<file path="config.mk">
export PLATFORM = sky130hd
export DESIGN_NAME = multicycle_sequencer
export DESIGN_NICKNAME = d
export VERILOG_FILES = /design/src/rtl/riscv_ctrl_pkg.sv /design/src/rtl/ack_watchdog.sv /design/src/rtl/multicycle_sequencer.sv
export SDC_FILE = /design/constraint.sdc
export NUM_CORES = 1
export LEC_CHECK = 0
export CAP_MARGIN = 20
export CORE_ASPECT_RATIO = 2
export CORE_MARGIN = 2
export CORE_UTILIZATION = 30
export DETAILED_ROUTE_END_ITERATION = 16
export PLACE_DENSITY = 0.49
export SYNTH_ARGS = -nofsm -noshare
export SYNTH_HDL_FRONTEND = slang
export SYNTH_SLANG_ARGS = --single-unit
</file>
<file path="constraint.sdc">
create_clock -name clk -period 4 [get_ports clk]
set_input_delay 0.4 -clock clk [delete_from_list [all_inputs] [get_ports clk]]
set_output_delay 0.4 -clock clk [all_outputs]
set_load 0.05 [all_outputs]
</file>
<file path="src/rtl/riscv_ctrl_pkg.sv">
// Shared types and constants for the multi-cycle RV32I control sequencer.
package riscv_ctrl_pkg;

  localparam int unsigned STATE_W = 3;
  localparam int unsigned WDOG_W  = 16;

  typedef enum logic [STATE_W-1:0] {
    S_IDLE   = 3'd0,
    S_FETCH  = 3'd1,
    S_DECODE = 3'd2,
    S_EXEC   = 3'd3,
    S_MEM    = 3'd4,
    S_WB     = 3'd5,
    S_TRAP   = 3'd6
  } seq_state_t;

  typedef enum logic [1:0] {
    F_NONE         = 2'd0,
    F_ILLEGAL      = 2'd1,
    F_IMEM_TIMEOUT = 2'd2,
    F_DMEM_TIMEOUT = 2'd3
  } fault_t;

  localparam logic [6:0] OP_OP     = 7'b0110011;
  localparam logic [6:0] OP_IMM    = 7'b0010011;
  localparam logic [6:0] OP_LOAD   = 7'b0000011;
  localparam logic [6:0] OP_STORE  = 7'b0100011;
  localparam logic [6:0] OP_BRANCH = 7'b1100011;
  localparam logic [6:0] OP_JAL    = 7'b1101111;
  localparam logic [6:0] OP_JALR   = 7'b1100111;
  localparam logic [6:0] OP_LUI    = 7'b0110111;
  localparam logic [6:0] OP_AUIPC  = 7'b0010111;

  function automatic logic is_rv32i_opcode(input logic [6:0] op);
    case (op)
      OP_OP, OP_IMM, OP_LOAD, OP_STORE, OP_BRANCH,
      OP_JAL, OP_JALR, OP_LUI, OP_AUIPC: return 1'b1;
      default:                           return 1'b0;
    endcase
  endfunction

endpackage

</file>
<file path="src/rtl/ack_watchdog.sv">
// Counts consecutive wait cycles of a memory phase; expired flags the last allowed cycle.
module ack_watchdog
  import riscv_ctrl_pkg::*;
#(
  parameter int unsigned TIMEOUT_CYCLES = 255
) (
  input  logic clk,
  input  logic reset,
  input  logic clear,
  input  logic enable,
  output logic expired
);

  logic [WDOG_W-1:0] cnt;

  always_ff @(posedge clk or negedge reset) begin
    if (!reset) begin
      cnt <= '0;
    end else if (clear) begin
      cnt <= '0;
    end else if (enable) begin
      cnt <= cnt + WDOG_W'(1);
    end
  end

  // cnt holds cycles already spent, so the current cycle is number cnt+1
  assign expired = enable && (cnt == WDOG_W'(TIMEOUT_CYCLES - 1));

endmodule

</file>
<file path="src/rtl/multicycle_sequencer.sv">
// Multi-cycle FETCH/DECODE/EXEC/MEM/WB sequencer with run/step control,
// memory-ack watchdog and retired-instruction counter.
module multicycle_sequencer
  import riscv_ctrl_pkg::*;
#(
  parameter int unsigned TIMEOUT_CYCLES = 255,
  parameter int unsigned CNT_W          = 32
) (
  input  logic             clk,
  input  logic             reset,
  input  logic             run,
  input  logic             step,
  input  logic [6:0]       opcode,
  input  logic             reg_write_i,
  input  logic             mem_read_i,
  input  logic             mem_write_i,
  output logic             imem_req,
  input  logic             imem_ack,
  output logic             dmem_req,
  output logic             dmem_we,
  input  logic             dmem_ack,
  output logic             ir_we,
  output logic             pc_we,
  output logic             rf_we,
  output logic [2:0]       state_o,
  output logic             halted,
  output logic             trap,
  output logic [1:0]       fault,
  output logic [CNT_W-1:0] retired
);

  seq_state_t       state, state_next;
  fault_t           fault_q, fault_next;
  logic             step_q, step_rise;
  logic             store_q;
  logic             wd_clear, wd_enable, wd_expired;
  logic [CNT_W-1:0] retired_q;

  assign step_rise = step & ~step_q;
  assign wd_enable = (state == S_FETCH) || (state == S_MEM);
  assign wd_clear  = (state_next != state);

  ack_watchdog #(
    .TIMEOUT_CYCLES(TIMEOUT_CYCLES)
  ) u_watchdog (
    .clk    (clk),
    .reset  (reset),
    .clear  (wd_clear),
    .enable (wd_enable),
    .expired(wd_expired)
  );

  // State register
  always_ff @(posedge clk or negedge reset) begin
    if (!reset) begin
      state <= S_IDLE;
    end else begin
      state <= state_next;
    end
  end

  // Next-state and trap cause; an ack on the watchdog's last cycle still wins
  always_comb begin
    state_next = state;
    fault_next = fault_q;
    case (state)
      S_IDLE:   if (run || step_rise) state_next = S_FETCH;
      S_FETCH: begin
        if (imem_ack) begin
          state_next = S_DECODE;
        end else if (wd_expired) begin
          state_next = S_TRAP;
          fault_next = F_IMEM_TIMEOUT;
        end
      end
      S_DECODE: begin
        if (!is_rv32i_opcode(opcode)) begin
          state_next = S_TRAP;
          fault_next = F_ILLEGAL;
        end else begin
          state_next = S_EXEC;
        end
      end
      S_EXEC:   state_next = (mem_read_i || mem_write_i) ? S_MEM : S_WB;
      S_MEM: begin
        if (dmem_ack) begin
          state_next = S_WB;
        end else if (wd_expired) begin
          state_next = S_TRAP;
          fault_next = F_DMEM_TIMEOUT;
        end
      end
      S_WB:     state_next = run ? S_FETCH : S_IDLE;
      S_TRAP:   state_next = S_TRAP;
      default:  state_next = S_IDLE;
    endcase
  end

  // Strobe decode; ir_we and rf_we also look at same-cycle inputs
  always_comb begin
    imem_req = 1'b0;
    dmem_req = 1'b0;
    dmem_we  = 1'b0;
    ir_we    = 1'b0;
    pc_we    = 1'b0;
    rf_we    = 1'b0;
    halted   = 1'b0;
    trap     = 1'b0;
    case (state)
      S_IDLE:  halted = 1'b1;
      S_FETCH: begin
        imem_req = 1'b1;
        ir_we    = imem_ack;
      end
      S_MEM: begin
        dmem_req = 1'b1;
        dmem_we  = store_q;
      end
      S_WB: begin
        pc_we = 1'b1;
        rf_we = reg_write_i & ~mem_write_i;
      end
      S_TRAP:  trap = 1'b1;
      default: ;
    endcase
  end

  // Step edge detector, store flag captured in EXEC, fault and retire count
  always_ff @(posedge clk or negedge reset) begin
    if (!reset) begin
      step_q    <= 1'b0;
      store_q   <= 1'b0;
      fault_q   <= F_NONE;
      retired_q <= '0;
    end else begin
      step_q  <= step;
      fault_q <= fault_next;
      if (state == S_EXEC) store_q <= mem_write_i;
      if (state == S_WB) retired_q <= retired_q + CNT_W'(1);
    end
  end

  assign state_o = state;
  assign fault   = fault_q;
  assign retired = retired_q;

endmodule

</file>
==> impl_metrics.tcl <==
set metrics [dict create \
    antenna_found_initial 0 \
    fin_crit_ps 2915 \
    wirelength_mm 6.600 \
    dpl_cell_area_um2 3501 \
    wire_per_inst_um 15.21 \
    core_area_um2 9259 \
    yosysTopAreaCell "dfrtp_1" \
    cts_tree "done" \
    relSlewSlack_pct 35.68 \
    cts.reportedPaths.clkPinSlew_ps 70 \
    cts_made_buffers 5 \
    ctsResizeCount 0 \
    start_util_pct 30.36 \
    final_area_um2 3671 \
    antenna_cells 0 \
    syn_area_per_cell_um2 10.53 \
    crit_fanout 18 \
    ys.flop_type "dfrtp_1" \
    synth_nets 286 \
    hold_violations 0 \
    cts_hold_buf 0 \
    drc 0 \
    rsz0062_at_grt "false" \
    h-tree-depth 2 \
    portBuffers 60 \
    crit_path_cell_trace "nand3b_2, nor3b_1, clkdlybuf4s50_1" \
    utilization_pct 39.65 \
    io_pins 61 \
    finalSetupTns_ps 0 \
    grt_pass1_vias 2252 \
    synthCells 267 \
    final_cell_mix "59 x clkdlybuf4s50_1, 55 x dfrtp_1, 28 x nand2_1" \
    cp_slowest_cell "clkdlybuf4s50_1" \
    cts_setup_buffers 0 \
    root_buffer "clkbuf_16" \
    syn-cell-area_um2 2811 \
    cts.sinks 55 \
    drtIter0Drc 80 \
    dpl.cell_count 424 \
    die_y_um 140.9 \
    stdcell_count 434 \
    place.gp.congestion 0.7569 \
    vdd_drop_max_uv 320.3 \
    worst_pin_slew_ps 955.9 \
    fin_crit_sh_pct 72.86 \
    insertion_delay_ps 290 \
    cp.arrival_ps 2510 \
    grt_max_degree 31 \
    nFillCells 932 \
    start_kind "register" \
    ant_nets 0 \
    netlist-cell-type-count 45 \
    dpl.hpwl_mm 4.844 \
    p_leak_uw 0.001494 \
    grt_use_total_pct 13.99 \
    critPathCaptureType "primary output" \
    row_count 50 \
    clock_path_buffers 2 \
    max_freq_mhz 343.1 \
    final_common_cell "clkdlybuf4s50_1" \
    num_vias 2184 \
    die_w_um 72.45 \
    dieArea_um2 10210 \
    worst_path_largest_cell_delay_ps 840 \
    ys_ff_latch 55 \
    setup_violations 0 \
    status "finished clean" \
    hold_class "primary input to asynchronous set/reset pin" \
    via_per_inst 5.032 \
    power.density_nw_per_um2 544.0 \
    fin_hold_ws_ps 149.8 \
    grt_pass1_wl_mm 11.35 \
    synth_edf_count 0 \
    ys_seq_area_share_pct 48.95 \
    drv_cap 0 \
    drive_gt1_share_pct 8.182 \
    required_ps 3600 \
    synth_top_area_share_pct 48.95 \
    gr-total-overflow 0 \
    maxSlewViolCount 0 \
    syn_to_final_growth_pct 30.57 \
    skew_ps 8.192 \
    dr.pass1.iters 4 \
    nNetsFinal 348 \
    yosys-top-cells-area "dfrtp_1 49%, xnor2_1 8.1%, xor2_1 6.2%, nand2_1 3.7%, nor3_1 3.4%" \
    yosysWarnings 0 \
    synthArstFlopShare_pct 100.0 \
    crit_type "register to primary output" \
]
-- cells by family after synthesis --
kind of cell               after synthesis  synth area share, %
adders and majority gates                3                1.335
buffers and inverters                   13                2.225
muxes                                    1               0.4005
DFF                                     55                48.95
xor gates and xnor gates                47                14.91
AOI/OAI and AO/OA                       21                6.853
and+or+nand+nor                        127                25.32
-- stage by stage --
| stage | worst slack, ps | power, µW |
|---|---|---|
| global placement | 1319 | 1532 |
| finish | 1085 | 1997 |
| global route | 974.8 | 2108 |
| floorplan | 1224 | 1298 |
| CTS | 1071 | 1983 |
| detailed placement | 1268 | 1533 |
-- area by class of cell --
cell class	instances	area, µm²	share of cell area [%]
repair buffers	63	625.6	17.04
well taps	104	130.1	3.545
multi-input cells	199	1373	37.39
clock inverters	3	22.52	0.6135
flip-flops and latches	55	1376	37.49
inverters	5	18.77	0.5112
clock buffers	5	125.1	3.408
-- power by group --
part,switching [µW],internal [µW],total [µW]
registers,114,606,720
logic,539,295,834
clock network,208,235,443
-- layer usage --
| metal | vias to the layer above | wire (µm) | global-route usage (%) |
|---|---|---|---|
| met4 | 0 | 119 | 5.263 |
| li1 | 1064 | - | - |
| met2 | 51 | 3656 | 25.45 |
| met3 | 5 | 212 | 2.001 |
| met5 | - | 0 | 0 |
| met1 | 1064 | 2611 | 16.09 |
-- synth_stat cells, types with 3 or more instances --
master / number
dfrtp_1: 55
nand2_1: 28
xnor2_1: 26
xor2_1: 20
nor3_1: 19
nand3_1: 17
nor2_1: 13
nand4_1: 11
and3_1: 6
and2_1: 5
inv_1: 5
nand2b_1: 5
a2111oi_2: 4
and4_1: 4
buf_2: 4
nor4_1: 4
ha_1: 3
o21a_1: 3
o21ai_0: 3
-- sequential cells by signal (all words and copies together), names as in the netlist --
register        cells
step_q              1
store_q             1
retired            32
state_o             3
u_watchdog.cnt     16
fault               2
-- worst max-delay path, delay by kind of cell, from the launching register on --
| family | cells | cell delay [ps] |
|---|---|---|
| buffers and inverters | 1 | 840 |
| AND/OR/NAND/NOR | 2 | 740 |
| flip-flops | 1 | 640 |
-- worst paths after layout --
kind	startpoint	endpoint	slack, ps	cells after the start
max in group asynchronous	reset	retired[25]	3030	2
setup / recovery	state_o[1]	rf_we	1090	3
hold reg to reg	retired[31]	retired[31]	470	1
setup reg to reg	state_o[1]	retired[31]	1520	5
hold / removal	reset	u_watchdog.cnt[10]	150	1
min in group clk	retired[31]	retired[31]	470	1
No activity file was read; power rests on OpenSTA's default activity.
